===== config.mk =====
export PLATFORM = sky130hd
export DESIGN_NAME = bt_uart_rx_flat
export DESIGN_NICKNAME = d
export VERILOG_FILES = /design/src/rtl/bt_uart_pkg.sv /design/src/rtl/bt_uart_rx_if.sv /design/src/rtl/bt_sync2.sv /design/src/rtl/bt_uart_rx.sv /design/src/flat_wrapper.sv
export SDC_FILE = /design/constraint.sdc
export NUM_CORES = 1
export LEC_CHECK = 0
export CAP_MARGIN = 20
export CORE_MARGIN = 10
export CORE_UTILIZATION = 62
export DETAILED_ROUTE_END_ITERATION = 7
export PLACE_DENSITY = 0.89
export SLEW_MARGIN = 10
export SYNTH_ARGS = -nofsm -noshare
export SYNTH_HDL_FRONTEND = slang
export SYNTH_SLANG_ARGS = --single-unit

===== constraint.sdc =====
create_clock -name clk -period 5.7 [get_ports clk]
set_input_delay 1.14 -clock clk [delete_from_list [all_inputs] [get_ports clk]]
set_output_delay 1.14 -clock clk [all_outputs]
set_load 0.02 [all_outputs]

===== src/rtl/bt_uart_pkg.sv =====
// Shared definitions for the Bluetooth UART receive and transmit paths.
package bt_uart_pkg;

  typedef enum logic [2:0] {
    StIdle,
    StStart,
    StData,
    StStop,
    StWaitIdle
  } bt_uart_state_e;

  localparam int unsigned DATA_BITS = 8;
  localparam logic        LINE_IDLE = 1'b1;

  // Clock cycles per serial bit (integer division).
  function automatic int unsigned clks_per_bit(input int unsigned clk_hz,
                                               input int unsigned baud);
    return clk_hz / baud;
  endfunction

endpackage


===== src/rtl/bt_uart_rx_if.sv =====
// Byte handshake from the UART receiver to the command logic.
interface bt_uart_rx_if;
  import bt_uart_pkg::*;

  logic [DATA_BITS-1:0] rx_data;
  logic                 rx_valid;
  logic                 rx_ready;

  modport master (output rx_data, output rx_valid, input rx_ready);
  modport slave  (input rx_data, input rx_valid, output rx_ready);
endinterface


===== src/rtl/bt_sync2.sv =====
// Two-flop synchroniser for an asynchronous input pin.
module bt_sync2 #(
  parameter logic RESET_VAL = 1'b1
) (
  input  logic clk,
  input  logic rst_n,
  input  logic i_d,
  output logic o_q
);

  logic r_meta;
  logic r_sync;

  // Two-stage capture; reset value matches the pin's idle level.
  always_ff @(posedge clk or negedge rst_n) begin
    if (!rst_n) begin
      r_meta <= RESET_VAL;
      r_sync <= RESET_VAL;
    end else begin
      r_meta <= i_d;
      r_sync <= r_meta;
    end
  end

  assign o_q = r_sync;

endmodule


===== src/rtl/bt_uart_rx.sv =====
// 8N1 UART receiver for the Bluetooth module's TXD line, with valid/ready byte output.
module bt_uart_rx
  import bt_uart_pkg::*;
#(
  parameter int unsigned CLK_HZ = 50_000_000,
  parameter int unsigned BAUD   = 9600
) (
  input  logic                clk,
  input  logic                rst_n,
  input  logic                rx,
  bt_uart_rx_if.master        rx_if,
  output logic                frame_err,
  output logic                overrun,
  output logic                busy
);

  localparam int unsigned CLKS_PER_BIT = clks_per_bit(CLK_HZ, BAUD);
  localparam int unsigned CNT_W        = $clog2(CLKS_PER_BIT);
  localparam logic [CNT_W-1:0] CNT_BIT  = CNT_W'(CLKS_PER_BIT - 1);
  localparam logic [CNT_W-1:0] CNT_HALF = CNT_W'(CLKS_PER_BIT / 2 - 1);
  localparam logic [2:0]       LAST_BIT = 3'(DATA_BITS - 1);

  if (CLKS_PER_BIT < 4) begin : g_cpb_check
    $error("bt_uart_rx: CLK_HZ/BAUD must be at least 4");
  end

  logic w_rx_s;

  bt_uart_state_e       r_state;
  logic [CNT_W-1:0]     r_cnt;
  logic [2:0]           r_bit_idx;
  logic [DATA_BITS-1:0] r_shift;
  logic [DATA_BITS-1:0] r_data;
  logic                 r_valid;
  logic                 r_frame_err;
  logic                 r_overrun;

  bt_sync2 #(
    .RESET_VAL(LINE_IDLE)
  ) u_sync (
    .clk  (clk),
    .rst_n(rst_n),
    .i_d  (rx),
    .o_q  (w_rx_s)
  );

  // Receive FSM with registered byte, valid and error-pulse outputs.
  always_ff @(posedge clk or negedge rst_n) begin
    if (!rst_n) begin
      r_state     <= StIdle;
      r_cnt       <= '0;
      r_bit_idx   <= '0;
      r_shift     <= '0;
      r_data      <= '0;
      r_valid     <= 1'b0;
      r_frame_err <= 1'b0;
      r_overrun   <= 1'b0;
    end else begin
      r_frame_err <= 1'b0;
      r_overrun   <= 1'b0;
      if (r_valid && rx_if.rx_ready) begin
        r_valid <= 1'b0;
      end
      case (r_state)
        StIdle: begin
          if (w_rx_s != LINE_IDLE) begin
            r_state <= StStart;
            r_cnt   <= '0;
          end
        end
        StStart: begin
          // Half-bit wait puts every later sample at mid-bit.
          if (r_cnt == CNT_HALF) begin
            r_cnt <= '0;
            if (w_rx_s != LINE_IDLE) begin
              r_state   <= StData;
              r_bit_idx <= '0;
            end else begin
              r_state <= StIdle;
            end
          end else begin
            r_cnt <= r_cnt + 1'b1;
          end
        end
        StData: begin
          if (r_cnt == CNT_BIT) begin
            r_cnt              <= '0;
            r_shift[r_bit_idx] <= w_rx_s;
            if (r_bit_idx == LAST_BIT) begin
              r_state <= StStop;
            end else begin
              r_bit_idx <= r_bit_idx + 1'b1;
            end
          end else begin
            r_cnt <= r_cnt + 1'b1;
          end
        end
        StStop: begin
          if (r_cnt == CNT_BIT) begin
            r_cnt <= '0;
            if (w_rx_s == LINE_IDLE) begin
              // A byte being accepted on this edge frees the slot for the new one.
              if (!r_valid || rx_if.rx_ready) begin
                r_data  <= r_shift;
                r_valid <= 1'b1;
              end else begin
                r_overrun <= 1'b1;
              end
              r_state <= StIdle;
            end else begin
              r_frame_err <= 1'b1;
              r_state     <= StWaitIdle;
            end
          end else begin
            r_cnt <= r_cnt + 1'b1;
          end
        end
        StWaitIdle: begin
          // Wait out a break so a held-low line yields one error, not a frame stream.
          if (w_rx_s == LINE_IDLE) begin
            r_state <= StIdle;
          end
        end
        default: r_state <= StIdle;
      endcase
    end
  end

  assign rx_if.rx_data  = r_data;
  assign rx_if.rx_valid = r_valid;
  assign frame_err      = r_frame_err;
  assign overrun        = r_overrun;
  assign busy           = (r_state != StIdle);

endmodule

===== src/flat_wrapper.sv =====
// flat-port wrapper written by rule: the top's interface ports become plain ports
module bt_uart_rx_flat import bt_uart_pkg::*;
#(
  parameter int unsigned CLK_HZ = 50_000_000,
  parameter int unsigned BAUD   = 9600
)
  (clk, rst_n, rx, frame_err, overrun, busy, rx_if_rx_data, rx_if_rx_valid, rx_if_rx_ready);
  bt_uart_rx_if rx_if_i ();
  input  logic clk;
  input  logic rst_n;
  input  logic rx;
  output logic frame_err;
  output logic overrun;
  output logic busy;
  output wire logic [$bits(rx_if_i.rx_data)-1:0] rx_if_rx_data;
  output wire logic [$bits(rx_if_i.rx_valid)-1:0] rx_if_rx_valid;
  input wire logic [$bits(rx_if_i.rx_ready)-1:0] rx_if_rx_ready;
  assign rx_if_rx_data = rx_if_i.rx_data;
  assign rx_if_rx_valid = rx_if_i.rx_valid;
  assign rx_if_i.rx_ready = rx_if_rx_ready;
  bt_uart_rx #(.CLK_HZ(CLK_HZ), .BAUD(BAUD)) u_core (.clk(clk), .rst_n(rst_n), .rx(rx), .rx_if(rx_if_i), .frame_err(frame_err), .overrun(overrun), .busy(busy));
endmodule

==> results of run 1 <==
==> cell families after synthesis <==
family / share of synthesized area
flip-flops: 0.491
XOR/XNOR: 0.0129
multiplexers: 0.0882
buffers and inverters: 0.0404
adder cells (fa/ha/maj): 0.0245
AND/OR/NAND/NOR: 0.224
AO/OA/AOI/OAI: 0.119
==> through the flow <==
stage | instance area [sq um] | utilization | worst slack, ns | std cells | power [mW]
after global routing | 2240 | 0.721 | 2.67 | 243 | 0.464
after global placement | 2180 | 0.701 | 3.16 | 235 | 0.300
final | 2240 | 0.721 | 2.73 | 243 | 0.445
after floorplan | 2040 | - | 3.58 | 189 | 0.292
after detailed placement | 2180 | 0.701 | 3.14 | 235 | 0.300
after CTS | 2240 | 0.721 | 2.73 | 243 | 0.450
==> layer usage <==
layer  global-route usage  wire (um)
met1                0.176       1760
met2                0.218       2010
met3               0.0426        301
met4               0.0657         56
met5                    0          0
==> final timing paths <==
kind                                           start           endpoint  slack [ns]  depth (start not counted)
max in group asynchronous                      rst_n  u_core.r_shift[2]        4.28                          1
worst min-delay path            u_core.u_sync.r_meta  u_core.u_sync.o_q        0.36                          0
min in group asynchronous                      rst_n    u_core.r_cnt[6]        0.88                          1
worst max-delay path               u_core.r_state[0]               busy        2.73                          2
worst min register to register  u_core.u_sync.r_meta  u_core.u_sync.o_q        0.36                          0
worst max register to register       u_core.r_cnt[0]    u_core.r_cnt[5]        3.48                          6
==> sequential cells by signal, indices dropped and copies added (netlist names) <==
signal and cells:
u_core.r_cnt 13, u_core.r_shift 8, u_core.rx_if.rx_data 8, u_core.r_bit_idx 3, u_core.r_state 3, u_core.frame_err 1
u_core.overrun 1, u_core.rx_if.rx_valid 1, u_core.u_sync.o_q 1, u_core.u_sync.r_meta 1
==> worst max-delay path: stages, from the launching register on <==
cell and delay, ns:
dfrtp_1 0.53, or3_1 0.40, clkdlybuf4s50_1 0.55
==> layout make-up <==
class	count	area, sq um
repair buffers	15	145
multi-input cells	132	957
flip-flops and latches	40	1000
clock inverters	2	10.0
fillers	221	866
inverters	4	15.0
clock buffers	6	51.3
well taps	44	55.1
==> cell usage in the layout (no fill, tap or decap), types with 6 or more instances in the layout <==
master / n
clkdlybuf4s50_1: 14
mux2_2: 16
nand2_1: 13
o21ai_0: 12
a21oi_1: 7
a31oi_1: 7
dfrtp_1: 38
nor2_1: 9
nand3_1: 7
and3_1: 6
nor3_1: 6
==> power groups by stage <==
stage | combinational (mW) | sequential, mW | clock, mW
2_1_floorplan | 0.00145 | 0.291 | 0
3_3_place_gp | 0.00771 | 0.292 | 0
3_5_place_dp | 0.00807 | 0.292 | 0
4_1_cts | 0.00811 | 0.287 | 0.155
5_1_grt | 0.00895 | 0.287 | 0.168
6_report | 0.00771 | 0.287 | 0.150
==> results summary, run 1 <==
The root buffer cell chosen for the clock tree is clkbuf_4. Setup repair after global routing left no endpoint under its margin. The share of the synthesized area in the top cell type is 0.465.

The share of the clock period used by the worst path after layout came out at 0.521. The floorplan die width came out at 77.4 um. The number of cell rows is 20. STA classifies the critical path endpoint as a primary output.

Entering global routing, the biggest net connects 41 pins. In the post-synthesis netlist, the cell with the most instances is dfrtp_1. The effective utilization at floorplan is 0.658. The mean instance size in the synthesized netlist came out at 10.8 sq um. The most common flop cell mapped by yosys is dfrtp_1. The final HPWL from detailed placement is between 2000 and 3000 um.

The number of max-cap violations is 0. Clock latency on the worst-skew pair, taken at its later pin, is about 0.36 ns. The highest net fanout along the worst path is 14. The sequential group share of total power came out at 0.644.

The number of distinct standard cells referenced by the synthesized netlist came out at 40. The routed design has a little over 4000 um of wire. The analysis attributes to cell leakage a power of approximately 1.0 nW.

The proportion of register bits with asynchronous set or reset after synthesis came out at 1.00. The number of global-route vias before repair is 1419. The initial antenna violation count is 0.

The power density relative to cell area came out at 199 nW/um^2. The portion of total power attributed to the clock network came out at 0.338. The peak clock frequency supported by timing is approximately 340 MHz. The count of antenna diodes in the layout came out at 0. The number of nets at the end of the flow is a little over 200.

The signal arrival time at the worst endpoint is 1.83 ns. After synthesis, the cell types taking the most area are dfrtp_1, mux2_2, o21ai_0. The final-report max-slew violation count is 0.

The clock net in this run drives a total of 40 sinks. The class of the tightest hold or removal check is reg2reg. The post-synthesis instance total is 189. Final hold analysis gives a worst-case slack of around 0.36 ns. Dividing the detail-routed via count by the number of cells gives about 6.1. The share of post-route cells with drive strength above 1 came out at 0.186. Synthesis inferred 40 register bits.

The vertical die dimension came out at just under 80 um. The number of search-and-repair iterations in the first detailed-routing pass is 4. The first-pass GRT wire length came out at roughly 7000 um. The clock-pin transition on the worst setup and hold timing paths came out at approximately 0.12 ns. The number of DRC violations after detailed routing is 0.

The post-route clock skew is 0.0130 ns. For this run, the total global-route usage over all layers was measured as 0.141. Counting instances in the post-synthesis netlist gives the leading cell types as dfrtp_1, mux2_2, nand2_1, o21ai_0, nor2_1.

The number of nets handed over by synthesis was roughly 200. The maximum level of the CTS H-tree is 2. TritonCTS built the clock tree. The core outline area came out at a little over 3000 sq um.

The quantity of I/O buffers inserted on ports is 15. The sequential cell area fraction in the yosys report came out at 0.491. The internal power is between 0.3 and 0.4 mW.

Compared with the post-synthesis result, the final layout area differs by 9.49%. The total die area came out at 5990 sq um. The worst setup path is of the reg2out kind. The synthesized design contains 0 enable-type register cells. For this design the total switching power over the nets is between 0.09 and 0.1 mW. Clock tree synthesis inserted a total of 5 buffers. The transition time at the pin with the least slew margin is 0.866 ns. Of the total power, the share spent switching nets is 0.223. The total via count after detailed routing is roughly 1500. The first-iteration detailed-routing DRC count is ~290.

The hold violation count in the final report came out at 0. The post-route setup TNS came out at 0 ns. The number of instances resized during post-cts repair came out at 0. The summed instance area of the synthesized netlist is between 2000 and 2500 sq um. Routability-driven placement finished with a final weighted congestion of just under 0.9.

The wire length per cell came out at around 17 um. The number of warnings issued by yosys came out at 0. The clock passes through at most 2 buffers. The number of endpoints failing setup at the final stage is 0.

The residual overflow from global routing came out at 0. The post-route minimum period is around 3.0 ns. The relative max-transition margin came out at 0.423. The combinational power share is 0.017. The endpoint required time on the critical path came out at ~4.6 ns. The post-CTS repair timing setup buffer count is 0. The final antenna-violating net count is 0. The largest total area in the synthesized netlist belongs to dfrtp_1.

The peak supply drop is about 160 uV. STA classifies the critical path startpoint as a flop. The number of top-level design ports came out at 16. The run finished with clean final reports. The hold-fix buffer count after cts is 0.
Power figures use the tool's default switching activity.
==> run 2, diff against run 1 <==
CORE_UTILIZATION = 57   (was 62)
PLACE_DENSITY = 0.83   (was 0.89)
clock period = 3.04 ns   (was 5.7 ns; I/O delays follow)
==> run 2 against run 1 <==
Compared with the run above:
- sequential share of layout area decreased by 0.76 points
- register-to-register slack worse by 2.6 ns
- die area up 6.5%
- highest routed layer unchanged
- critical path depth is the same
- critical endpoint unchanged
- final cell count rose by 1.2%
==> results summary, run 2 (same netlist as run 1, synthesis figures left out) <==
In this run the worst path has a maximum fanout of 14. The maximum number of pins on one net before global-route repair came out at 41. The total via count after detailed routing is approximately 1500. IR analysis of the VDD net gives a maximum drop of a little over 400 uV. The endpoint of the most critical register-to-register path is u_core.r_shift[4]. The number of instances resized during post-cts repair came out at 0. The insertion delay to the later sink of the worst-skew pair came out at between 0.3 and 0.4 ns. The final-report max-slew violation count is 0.

The post-CTS repair timing setup buffer count is 0. The signal arrival time at the worst endpoint is about 1.9 ns. After clock tree synthesis, the clock-pin slew on the worst setup and hold paths is roughly 0.13 ns.

The post-route setup TNS came out at 0 ns. For this run, the top clock speed supported by timing is ~410 MHz. The maximum level of the CTS H-tree came out at 2. TritonCTS built the clock tree. The number of max-cap violations is 0.

Setup violations remaining at the end of the flow were counted as 0. The library cell used most frequently in the layout, excluding fill and tap cells, is dfrtp_1. In the routed layout, each cell is associated on average with a via count of around 6.1. The wire length reported by the detailed router came out at 4080 um. The number of buffers on the longest clock path is 2.

The core outline area is ~3400 sq um. The post-route minimum period came out at 2.46 ns. The number of global-route vias before repair is approximately 1400. Routability-driven placement finished with a final weighted congestion of 0.838. The count of antenna diodes in the layout is 0. The die covers about 6400 sq um. The number of DRC violations after detailed routing came out at 0. The hold violation count in the final report is 0. In this run the core area contains 21 standard-cell rows. Summed over all layers, the global routing overflow is 0.

STA classifies the critical path startpoint as a flop. The endpoint required time on the critical path is about 2.4 ns. The vertical die dimension is ~80 um. The number of top-level design ports came out at 16. The floorplan die width is ~80 um. Setup repair after global routing left no endpoint under its margin. The share of the clock period used by the worst path after layout is 0.808. The power density relative to cell area is between 400 and 500 nW/um^2. The startpoint identified for the worst register-to-register timing path is u_core.r_state[1]. The number of buffers added by the clock tree synthesis step came out at 5.

The hold-fix buffer count after cts came out at 0. The final antenna-violating net count came out at 0. The share of post-route cells with drive strength above 1 is 0.190.

The final HPWL from detailed placement is roughly 2900 um. In the layout the commonest cells are dfrtp_1, mux2_2, clkdlybuf4s50_1. The utilization after layout is 0.671. The effective utilization at floorplan came out at 0.603.

The number of search-and-repair iterations in the first detailed-routing pass is 4. The first routing iteration left slightly above 200 violations. The overall fraction of global-route tracks in use is 0.137. The length in cells of the worst reg-to-reg path is 5. Ranked by flip-flop count, first place goes to u_core.r_cnt. The first global-routing pass estimated 7010 um of wire. The worst setup path is of the reg2out kind.

The initial antenna violation count is 0. The path class of the tightest hold or removal check is in2async. The post-route clock skew came out at 0.0142 ns. The cell sitting at the root of the clock tree is a clkbuf_4. The number of nets at the end of the flow came out at roughly 210. The wire length per cell came out at roughly 17 um. The clock net sink count is 40. The setup check on the worst reg-to-reg path leaves a slack of 0.89 ns. The kind of end point of the critical path is a primary output. The relative max-transition margin came out at 0.425. At the pin with the least slew margin, the transition time is around 0.86 ns.

The run finished with clean final reports. For this design the static power due to leakage is roughly 1.0 nW. The number of flip-flops in the largest register is 13.

Relative to the synthesized area, the layout overhead comes to 11.4%. The quantity of I/O buffers inserted on ports is 15.
==> run 2: cell count changes in the layout (fill, tap and decap cells not counted), sizes merged <==
cell / before / now
clkinv: 2 / 1
buf: 1 / 2
bufinv: 0 / 1
==> run 2: power by group <==
part	switching (mW)	internal [mW]
Clock	0.180	0.197
Combinational	0.0110	0.00353
Sequential	0.00312	0.534
==> run 2: routing by layer <==
metal | share of wire | wire length, um | track usage
met1 | 0.43 | 1770 | 0.177
met5 | 0 | 0 | 0
met3 | 0.069 | 282 | 0.0484
met2 | 0.48 | 1960 | 0.203
met4 | 0.017 | 70 | 0.0546
==> run 2: cell type report <==
type                       instances  area (sq um)
multi-input combinational        132           957
fill                             246          1110
clock inverter                     2          38.8
sequential                        40          1000
timing repair buffer              16           153
inverter                           4          15.0
tap                               46          57.6
clock buffer                       6          51.3
==> run 2: worst max-delay path, cell delays in order, from the launching register on <==
cell	delay [ns]
dfrtp_1	0.54
or3_1	0.40
clkdlybuf4s50_1	0.55
==> run 2: worst max path at each step <==
stage	startpoint	to	slack [ns]
after floorplan	u_core.r_cnt[0]	u_core.r_shift[4]	1.23
after global placement	u_core.r_state[0]	busy	1.02
after detailed placement	u_core.r_state[1]	u_core.r_shift[4]	0.95
after CTS	u_core.r_state[0]	busy	0.58
after global routing	u_core.r_state[0]	busy	0.50
final	u_core.r_state[0]	busy	0.58
==> run 2: stage by stage <==
stage | std cells | cell area, sq um | hold slack, ns | power, mW | setup WS, ns
final | 246 | 2280 | 0.344 | 0.930 | 0.583
after global routing | 246 | 2280 | 0.376 | 0.960 | 0.496
after CTS | 246 | 2280 | 0.361 | 0.934 | 0.580
after detailed placement | 238 | 2190 | 0.349 | 0.563 | 0.953
after global placement | 238 | 2190 | 0.347 | 0.562 | 1.02
after floorplan | 189 | 2040 | 0.312 | 0.548 | 1.23
